==> src/rtl/mux_scan_ctrl.sv <==
// mux_scan_ctrl
//   Latches a 4-bit word and steps a 2-bit select through positions 0..3 so
//   that an external 4:1 mux presents each bit of the word in turn. Each
//   position is held for DWELL cycles. A one-cycle done pulse follows the
//   last position, then the block returns to idle and accepts the next word.
//   A zero word skips the scan and goes straight to the done pulse.
//
// Parameters
//   DWELL        cycles each select position is held (1..16)
// Ports
//   clk          rising-edge clock
//   rst_n        synchronous active-low reset
//   in_valid     upstream offers a word
//   in_data      word to scan out
//   in_ready     high in idle; a word is accepted when in_valid is also high
//   d            latched word, held until the next accept
//   s            mux select
//   scan_active  high while s is stepping through positions
//   scan_done    one-cycle pulse after the last position
module mux_scan_ctrl #(
  parameter int DWELL = 1
) (
  input  logic       clk,
  input  logic       rst_n,
  input  logic       in_valid,
  input  logic [3:0] in_data,
  output logic       in_ready,
  output logic [3:0] d,
  output logic [1:0] s,
  output logic       scan_active,
  output logic       scan_done
);

  typedef enum logic [1:0] {
    IDLE = 2'd0,
    SCAN = 2'd1,
    DONE = 2'd2
  } state_t;

  // Five bits hold DWELL-1 for every legal DWELL up to 16.
  localparam logic [4:0] CNT_LAST = 5'(DWELL - 1);

  state_t     state_q;
  logic [3:0] d_q;
  logic [1:0] s_q;
  logic [4:0] cnt_q;

  always_ff @(posedge clk) begin
    if (!rst_n) begin
      state_q <= IDLE;
      d_q     <= 4'd0;
      s_q     <= 2'd0;
      cnt_q   <= 5'd0;
    end else begin
      case (state_q)
        IDLE: begin
          if (in_valid) begin
            d_q     <= in_data;
            s_q     <= 2'd0;
            cnt_q   <= 5'd0;
            // Nothing to scan for a zero word: signal completion directly.
            state_q <= (in_data == 4'd0) ? DONE : SCAN;
          end
        end
        SCAN: begin
          if (cnt_q == CNT_LAST) begin
            cnt_q <= 5'd0;
            // s stays at 3 through the done cycle; it never wraps in SCAN.
            if (s_q == 2'd3) begin
              state_q <= DONE;
            end else begin
              s_q <= s_q + 2'd1;
            end
          end else begin
            cnt_q <= cnt_q + 5'd1;
          end
        end
        DONE: begin
          state_q <= IDLE;
          s_q     <= 2'd0;
        end
        default: begin
          state_q <= IDLE;
          s_q     <= 2'd0;
          cnt_q   <= 5'd0;
        end
      endcase
    end
  end

  assign in_ready    = (state_q == IDLE);
  assign scan_active = (state_q == SCAN);
  assign scan_done   = (state_q == DONE);
  assign d           = d_q;
  assign s           = s_q;

endmodule
==> config.mk <==
export PLATFORM = sky130hd
export DESIGN_NAME = mux_scan_ctrl
export DESIGN_NICKNAME = d
export VERILOG_FILES = /design/src/rtl/mux_scan_ctrl.sv
export SDC_FILE = /design/constraint.sdc
export NUM_CORES = 1
export LEC_CHECK = 0
export BUFFER_PORTS_ARGS = -buffer_cell sky130_fd_sc_hd__buf_2
export CAP_MARGIN = 20
export CORE_AREA = 5 5 43 45
export CTS_CLUSTER_DIAMETER = 150
export DETAILED_ROUTE_END_ITERATION = 7
export DIE_AREA = 0 0 48 50
export PLACE_DENSITY = 0.71
export SLEW_MARGIN = 5
export SYNTH_ARGS = -nofsm -noshare
export SYNTH_HDL_FRONTEND = slang
export SYNTH_SLANG_ARGS = --single-unit
==> constraint.sdc <==
create_clock -name clk -period 1.88 [get_ports clk]
set_input_delay 0.564 -clock clk [delete_from_list [all_inputs] [get_ports clk]]
set_output_delay 0.564 -clock clk [all_outputs]
set_load 0.01 [all_outputs]
==> metrics, run 1 <==
Num CTS Buffers=3; worst path required time=1320 ps; Slowest-stage cell, CP=dfxtp_1; die width=~48 um; commonest non-fill, non-tap cell in the layout=buf_2; # fillers=137; synthesized instance count=72; Longest Clk Path Bufs=2; initial antenna violation count=0; final net count=100; Final GP Congestion=between 0.7 and 0.8; Syn Std Cell Area=around 650 sq um; setup bufs post-CTS=0; area of the die=0.002400 sq mm; min Tclk post-route=1758 ps; share of cells above drive strength 1=0.2360; Hold WS=479.7 ps; Setup WS pre-CTS=170.1 ps; 1st-pass router iterations=2; FF+latch count, synth=13; outcome=finished, final reports clean; routed wire length=1.289 mm; TritonCTS clock tree=yes; CP Cell Sequence=nand2b_2 -> inv_1 -> buf_2; fin crit share=0.9352; # resized after CTS=0; Max VDD drop=365.7 uV; via count=561; Fin Setup TNS=0 ps; vias in the first global route=506; Reg clk slew, reported paths=roughly 80 ps; IO buf count=15; pwr/cell area=700.8 mW/mm^2; largest net degree at the start of global routing=15; final setup margin=121.9 ps; root buf cell=clkbuf_4; H-tree depth=1; yosys warns=0; Iter 0 DRT Violations=4; FMAX=568.8 MHz; IO Count=16; CP Capture Type=output port; Final setup viols=0; Clock Latency Late Sink=280 ps; chip height=50 um; Routed wire per std cell=~12 um; GRT Overall Usage=0.1218; Remaining Overflow, GRT=0; Primary FF master, synth=dfxtp_1; FP Rows=14; CP max stage delay=between 400 and 500 ps; multi-input logic area=362.8 sq um; first-pass GRT wire length=2.097 mm; Max Transition Viols Final=0; total power=0.0005375 W; sequential cell area fraction in the yosys report=0.3977; Max-cap violations=0; Buf/Inv on CP=2; Area Overhead vs Synth=17.21%; RSZ-0062 raised after global routing=false; core area=0.001436 sq mm; final core occ=0.5340; slew margin rel.=0.7072; clock skew=~4.5 ps; WS Path Type=flop to output port; CTS hold repair buffers=0; Syn Area/Cell=9.089 sq um; ant diodes=0; FFs w/ async S/R, synth=0; Hold Vio Cnt, Final=0; HPWL Detailed=a little under 1 mm; Reg area=260.3 sq um; Worst Max-Slew Pin Slew=about 440 ps; Final ANT Viol Nets=0; initial core utilization=0.4556; delay-heaviest family, CP=flip-flops; Pleak=0.3323 nW; Netlist cell types=25; DRC errors left=0; Post-synth EDFFs=0; WP data arrival=1190 ps; worst hold path class=flop to flop; Synth Net Count=82; Sink Count=13; crit-path max FO=8; vias per inst=5.343; startpoint types=flop; most frequent cells in the layout=15 x buf_2, 13 x dfxtp_1, 6 x inv_1, 6 x nor2_1, 6 x nor2b_1
[final timing paths]
path / startpoint / to / slack, ps / cells after the start
min: s[1]$_SDFFE_PN0P_ / s[1]$_SDFFE_PN0P_ / 480 / 2
max: state_q[0]$_SDFFE_PN0P_ / scan_active / 120 / 3
max reg2reg: cnt_q[0]$_SDFFE_PN0P_ / cnt_q[2]$_SDFFE_PN0P_ / 340 / 6
min reg2reg: s[1]$_SDFFE_PN0P_ / s[1]$_SDFFE_PN0P_ / 480 / 2
[stage by stage]
stage	std cells	area [sq um]
after floorplan	72	654.4
after global placement	101	740.7
after detailed placement	101	740.7
after CTS	105	767.0
after global routing	105	767.0
final	105	767.0
[kinds of logic (layout without fill, tap and decap cells)]
family | Yosys count | after routing | synth area share
simple gates | 28 | 28 | 0.2753
compound gates | 15 | 15 | 0.1453
flops | 13 | 13 | 0.3977
buf+inv | 8 | 25 | 0.04779
mux | 5 | 5 | 0.07648
fa+ha+maj | 3 | 3 | 0.05737
[state kept, by name (all words and copies together), names as in the netlist]
register  cells
s             2
d             4
state_q       2
cnt_q         5
[Yosys cell counts (all sizes together) (2+ instances only)]
| master | n | area share |
|---|---|---|
| nor2b | 6 | 0.057 |
| o311a | 2 | 0.031 |
| mux2i | 5 | 0.076 |
| and2 | 3 | 0.029 |
| ha | 3 | 0.057 |
| o21ai | 5 | 0.038 |
| nor2 | 6 | 0.034 |
| clkbuf | 2 | 0.013 |
| nand3 | 3 | 0.023 |
| nand2 | 3 | 0.017 |
| dfxtp | 13 | 0.40 |
| a21oi | 4 | 0.031 |
| inv | 6 | 0.034 |
[layout make-up]
cell class / instances / area share
timing repair buffer: 15 / 0.09788
sequential: 13 / 0.3393
tap: 16 / 0.02610
multi-input combinational: 51 / 0.4731
clock buffer: 4 / 0.03426
inverter: 6 / 0.02936
[power breakdown]
part | internal [W] | switching [W]
sequential | 0.000285 | 0.00000819
clock | 0.0000823 | 0.0000931
combinational | 0.0000313 | 0.0000378
total | 0.000398 | 0.000139
[worst reg2reg max path, stage by stage (launching register included)]
cell and delay, ps:
dfxtp_1 410, inv_1 60, ha_1 200, nor4b_4 140
nor2_1 300, nand4bb_1 140, a21boi_0 200
[metal layers]
| layer | vias to the layer above | GRT usage | routed length, um |
|---|---|---|---|
| li1 | 287 | - | - |
| met2 | 15 | 0.1894 | 582 |
| met5 | - | 0 | 0 |
| met4 | 0 | 0.05381 | 14 |
| met3 | 2 | 0.05455 | 96 |
| met1 | 257 | 0.1376 | 595 |
No activity file was read; power rests on OpenSTA's default activity.
==> run 2, diff against run 1 <==
==> constraint.sdc (replaced) <==
create_clock -name clk -period 1.88 [get_ports clk]
set_input_delay 0.564 -clock clk [delete_from_list [all_inputs] [get_ports clk]]
set_output_delay 0.564 -clock clk [all_outputs]
set_load 0.1 [all_outputs]
==> run 2 against run 1 <==
Largest power group unchanged; largest cell class unchanged; via count is 1.6% higher; non-clock buffer count stayed put; hold slack better by 4.3 ps; cell count stayed put; clock power hardly changed; critical path depth stayed put.
==> metrics, run 2 (same netlist as run 1, synthesis figures left out) <==
outcome=finished, final reports clean; H-tree depth=1; FP Rows=14; Buf/Inv on CP=2; worst path required time=1320 ps; pwr/cell area=774.6 mW/mm^2; via count=570; Num CTS Buffers=3; Area Overhead vs Synth=23.52%; Hold Vio Cnt, Final=0; initial core utilization=0.4556; HPWL Detailed=984.4 um; delay-heaviest family, CP=flip-flops; Longest Clk Path Bufs=2; # fillers=141; TritonCTS clock tree=yes; Reg with most FFs=cnt_q; most frequent cells in the layout=13 x buf_2, 12 x dfxtp_1, 6 x nor2b_1; min Tclk post-route=1792 ps; Final GP Congestion=0.7889; Worst Max-Slew Pin Slew=485.7 ps; fin crit share=0.9533; switching fraction of total power=0.3510; hold path cells=2; CP max stage delay=approximately 380 ps; register share of total power=0.470; Fin Setup TNS=0 ps; vias in the first global route=543; Clock Latency Late Sink=280 ps; slew margin rel.=0.6784; WS Path Type=flop to output port; Max Transition Viols Final=0; startpoint types=flop; Pleak=0.3395 nW; worst reg2reg startpoint=cnt_q[0]$_SDFFE_PN0P_; Final ANT Viol Nets=0; FMAX=~560 MHz; Sw Pwr=0.0002198 W; CP Cell Sequence=nand2b_2 -> inv_2 -> buf_12; IO Count=16; largest net degree at the start of global routing=15; setup bufs post-CTS=0; area of the die=about 0.0024 sq mm; share of cells above drive strength 1=0.2809; clock skew=1.538 ps; RSZ-0062 raised after global routing=false; GRT Overall Usage=0.1230; clock share of power=0.280; initial antenna violation count=0; final net count=100; Sink Count=13; worst hold path class=flop to flop; final core occ=0.5627; die width=48 um; vias per inst=5.429; ant diodes=0; DRC errors left=0; Power Internal=0.0004063 W; r2r worst-path depth=6; Final setup viols=0; root buf cell=clkbuf_4; Largest register FFs=5; R2R setup slack=430 ps; RR Endpoint=s[1]$_SDFFE_PN0P_; Iter 0 DRT Violations=6; Max-cap violations=0; commonest non-fill, non-tap cell in the layout=buf_2; core area=0.001436 sq mm; 1st-pass router iterations=3; Reg clk slew, reported paths=80 ps; CTS hold repair buffers=0; chip height=50 um; Slowest-stage cell, CP=dfxtp_1; WP data arrival=1230 ps; Remaining Overflow, GRT=0; Max VDD drop=555.2 uV; Routed wire per std cell=12.29 um; Gate power share=0.250; crit-path max FO=6; IO buf count=15; CP Capture Type=output port; routed wire length=approximately 1.3 mm; first-pass GRT wire length=2.145 mm; hold path startpoint=s[1]$_SDFFE_PN0P_; Hold EP=s[1]$_SDFFE_PN0P_
## run 2: cell counts in the layout (fill, tap and decap cells not counted)
No cell type changed its count.
## run 2: layout make-up
class,instances,area [sq um],area share
clock buffer,4,26.28,0.03251
inverter,6,22.52,0.02786
multi-input combinational,51,372.9,0.4613
sequential,13,261.5,0.3235
tap,16,20.02,0.02477
timing repair buffer,15,105.1,0.1300
## run 2: power groups by stage
stage	clock network [W]	registers (W)	logic, W
2_1_floorplan	0	0.000355	0.0000688
3_3_place_gp	0	0.000300	0.000156
3_5_place_dp	0	0.000301	0.000157
4_1_cts	0.000185	0.000295	0.000157
5_1_grt	0.000196	0.000296	0.000166
6_report	0.000175	0.000294	0.000156
## run 2: worst register-to-register path, stage by stage, from the launching register on
cell and delay (ps):
dfxtp_1 400, inv_1 60, ha_1 190, nor4b_4 130, nor2_1 300, a21oi_1 120, mux2i_1 140
## run 2: metal layers
metal	track usage	share of wire	routed length (um)	vias to the layer above
met5	0	0	0	-
met4	0.06726	0.021	27	0
met3	0.03273	0.080	103	4
met2	0.1872	0.46	594	15
met1	0.1500	0.44	565	262
li1	-	-	-	289
## run 2: how the worst max path moves through the flow
stage,from,to,slack (ps),cells after the start
3_5_place_dp,in_data[3],state_q[0]$_SDFFE_PN0P_,160,5
5_1_grt,state_q[1]$_SDFFE_PN0P_,scan_active,20,3
4_1_cts,state_q[1]$_SDFFE_PN0P_,scan_active,3,3
2_1_floorplan,state_q[1]$_SDFFE_PN0P_,scan_done,2,2
3_3_place_gp,in_data[3],state_q[0]$_SDFFE_PN0P_,190,5
6_report,state_q[1]$_SDFFE_PN0P_,scan_active,90,3
## run 2: per-stage QoR
stage	hold WS (ps)	power, W	cell area (sq um)	cells	setup WS (ps)
2_1_floorplan	522.9	0.0004239	664.4	72	1.769
3_3_place_gp	459.0	0.0004562	780.7	101	185.4
3_5_place_dp	478.7	0.0004578	780.7	101	157.0
4_1_cts	491.4	0.0006368	808.3	105	3.155
5_1_grt	549.5	0.0006576	808.3	105	24.45
6_report	484.0	0.0006261	808.3	105	87.73
## run 2: repair_timing
item	4_1_cts	5_1_grt
endpoints found under the setup margin	1	1
resized for setup	1	1
cloned	0	0
==> run 3, diff against run 2 <==
--- a/config.mk
+++ b/config.mk
@@ -7,11 +7,12 @@
 export LEC_CHECK = 0
 export BUFFER_PORTS_ARGS = -buffer_cell sky130_fd_sc_hd__buf_2
 export CAP_MARGIN = 20
-export CORE_AREA = 5 5 43 45
+export CORE_AREA = 5 5 42 44
+export CTS_BUF_LIST = sky130_fd_sc_hd__clkbuf_2
 export CTS_CLUSTER_DIAMETER = 150
 export DETAILED_ROUTE_END_ITERATION = 7
-export DIE_AREA = 0 0 48 50
-export PLACE_DENSITY = 0.71
+export DIE_AREA = 0 0 47 49
+export PLACE_DENSITY = 0.74
 export SLEW_MARGIN = 5
 export SYNTH_ARGS = -nofsm -noshare
 export SYNTH_HDL_FRONTEND = slang
==> run 3 against run 2 <==
Sequential power hardly changed; worst setup slack worse by 24 ps; total power is 3.4% lower; cell count stayed put; fmax is 1.3% lower; first-iteration DRC count is 83% higher; largest power group unchanged; global-route usage is 0.58 points higher; count of clock-buffer cells in the layout stayed put; core utilization is 0.96 points higher; combinational power hardly changed; register-to-register slack worse by 40 ps.
==> metrics, run 3 (same netlist as run 1, synthesis figures left out) <==
outcome=finished, final reports clean; hold path startpoint=s[1]$_SDFFE_PN0P_; crit-path max FO=6; Max-cap violations=0; Hold WS=485.6 ps; WS Path Type=flop to output port; FMAX=approximately 550 MHz; worst hold path class=flop to flop; Worst Max-Slew Pin Slew=485.9 ps; initial antenna violation count=0; HPWL Detailed=988.6 um; Iter 0 DRT Violations=11; Reg clk slew, reported paths=140 ps; routed wire length=around 1.3 mm; final net count=100; Setup WS pre-CTS=165.4 ps; commonest non-fill, non-tap cell in the layout=buf_2; Pleak=0.3412 nW; Fin Setup TNS=0 ps; Max VDD drop=352.8 uV; Num CTS Buffers=3; initial core utilization=0.4670; most frequent cells in the layout=13 x buf_2, 12 x dfxtp_1, 6 x nor2b_1; multi-input logic area=372.9 sq um; clock skew=10.45 ps; share of cells above drive strength 1=0.2921; vias in the first global route=around 500; vias per inst=~5.4; startpoint types=flop; H-tree depth=1; Reg area=approximately 260 sq um; Reg with most FFs=cnt_q; CP Capture Type=output port; min Tclk post-route=1816 ps; Post-Place Cells=just over 100; worst path required time=1320 ps; Hold Vio Cnt, Final=0; Final ANT Viol Nets=0; Remaining Overflow, GRT=0; fin area=802.0 sq um; Largest register FFs=5; RSZ-0062 raised after global routing=false; CTS hold repair buffers=0; FP Rows=14; fin crit share=0.9659; IO buf count=15; r2r worst-path depth=6; first-pass GRT wire length=2.256 mm; 1st-pass router iterations=6; Clock Latency Late Sink=280 ps; TritonCTS clock tree=yes; largest net degree at the start of global routing=15; DRC errors left=0; slew margin rel.=0.6783; die width=47 um; Sink Count=13; core area=0.001401 sq mm; non-filler cells, final=105; final setup margin=roughly 64 ps; worst reg2reg startpoint=cnt_q[0]$_SDFFE_PN0P_; IO Count=16; root buf cell=clkbuf_2; Max Transition Viols Final=0; via count=570; area of the die=0.002303 sq mm; Routed wire per std cell=12.59 um; RR Endpoint=s[1]$_SDFFE_PN0P_; # fillers=133; setup bufs post-CTS=0; Final setup viols=0; R2R setup slack=390 ps; Area Overhead vs Synth=22.56%; Longest Clk Path Bufs=2; WP data arrival=1250 ps; GRT Overall Usage=0.1288; Hold EP=s[1]$_SDFFE_PN0P_; Final GP Congestion=around 0.72; ant diodes=0; pwr/cell area=753.9 mW/mm^2; Placed Instance Area=just under 800 sq um; hold path cells=2; chip height=49 um
## run 3: cell counts in the layout (fill, tap and decap cells not counted)
Identical to the previous run, type by type.
## run 3: metal layers
| metal | GRT usage | vias up | part of all wire |
|---|---|---|---|
| met2 | 0.1742 | 21 | 0.45 |
| met5 | 0 | - | 0 |
| met1 | 0.1853 | 259 | 0.47 |
| li1 | - | 286 | - |
| met3 | 0.03690 | 4 | 0.069 |
| met4 | 0.05530 | 0 | 0.017 |
## run 3: final cells by class
| class | instances | area share |
|---|---|---|
| sequential | 13 | 0.3261 |
| timing repair buffer | 15 | 0.1310 |
| tap | 16 | 0.02496 |
| inverter | 6 | 0.02808 |
| clock buffer | 4 | 0.02496 |
| multi-input combinational | 51 | 0.4649 |
## run 3: how the worst max path moves through the flow
stage	start	endpoint	slack (ps)	cells past startpoint
after detailed placement	in_data[3]	state_q[0]$_SDFFE_PN0P_	170	5
after CTS	state_q[1]$_SDFFE_PN0P_	scan_active	60	3
after global placement	in_data[3]	state_q[0]$_SDFFE_PN0P_	190	5
after global routing	state_q[1]$_SDFFE_PN0P_	scan_active	0.2	3
after floorplan	state_q[1]$_SDFFE_PN0P_	scan_done	2	2
final	state_q[1]$_SDFFE_PN0P_	scan_active	60	3
## run 3: repair_timing
action | in CTS | in global routing
resized for setup | 2 | 0
setup endpoints to repair | 1 | 0
endpoints found under the hold margin | 0 | 0
## run 3: per-stage QoR
step,util,total power (W)
after global placement,0.5571,0.0004558
after floorplan,-,0.0004239
after detailed placement,0.5571,0.0004576
final,0.5723,0.0006047
after CTS,0.5723,0.0006050
after global routing,0.5723,0.0006296
## run 3: where the power goes
part / internal, W / switching [W] / leakage (nW)
registers: 0.000286 / 0.0000102 / 0.106
logic: 0.0000388 / 0.000118 / 0.218
clock network: 0.0000564 / 0.0000956 / 0.0166
## run 3: critical path, cell delays in order (launching register included)
cell      delay, ps
dfxtp_1         480
nand2b_2        240
inv_2            90
buf_12          170
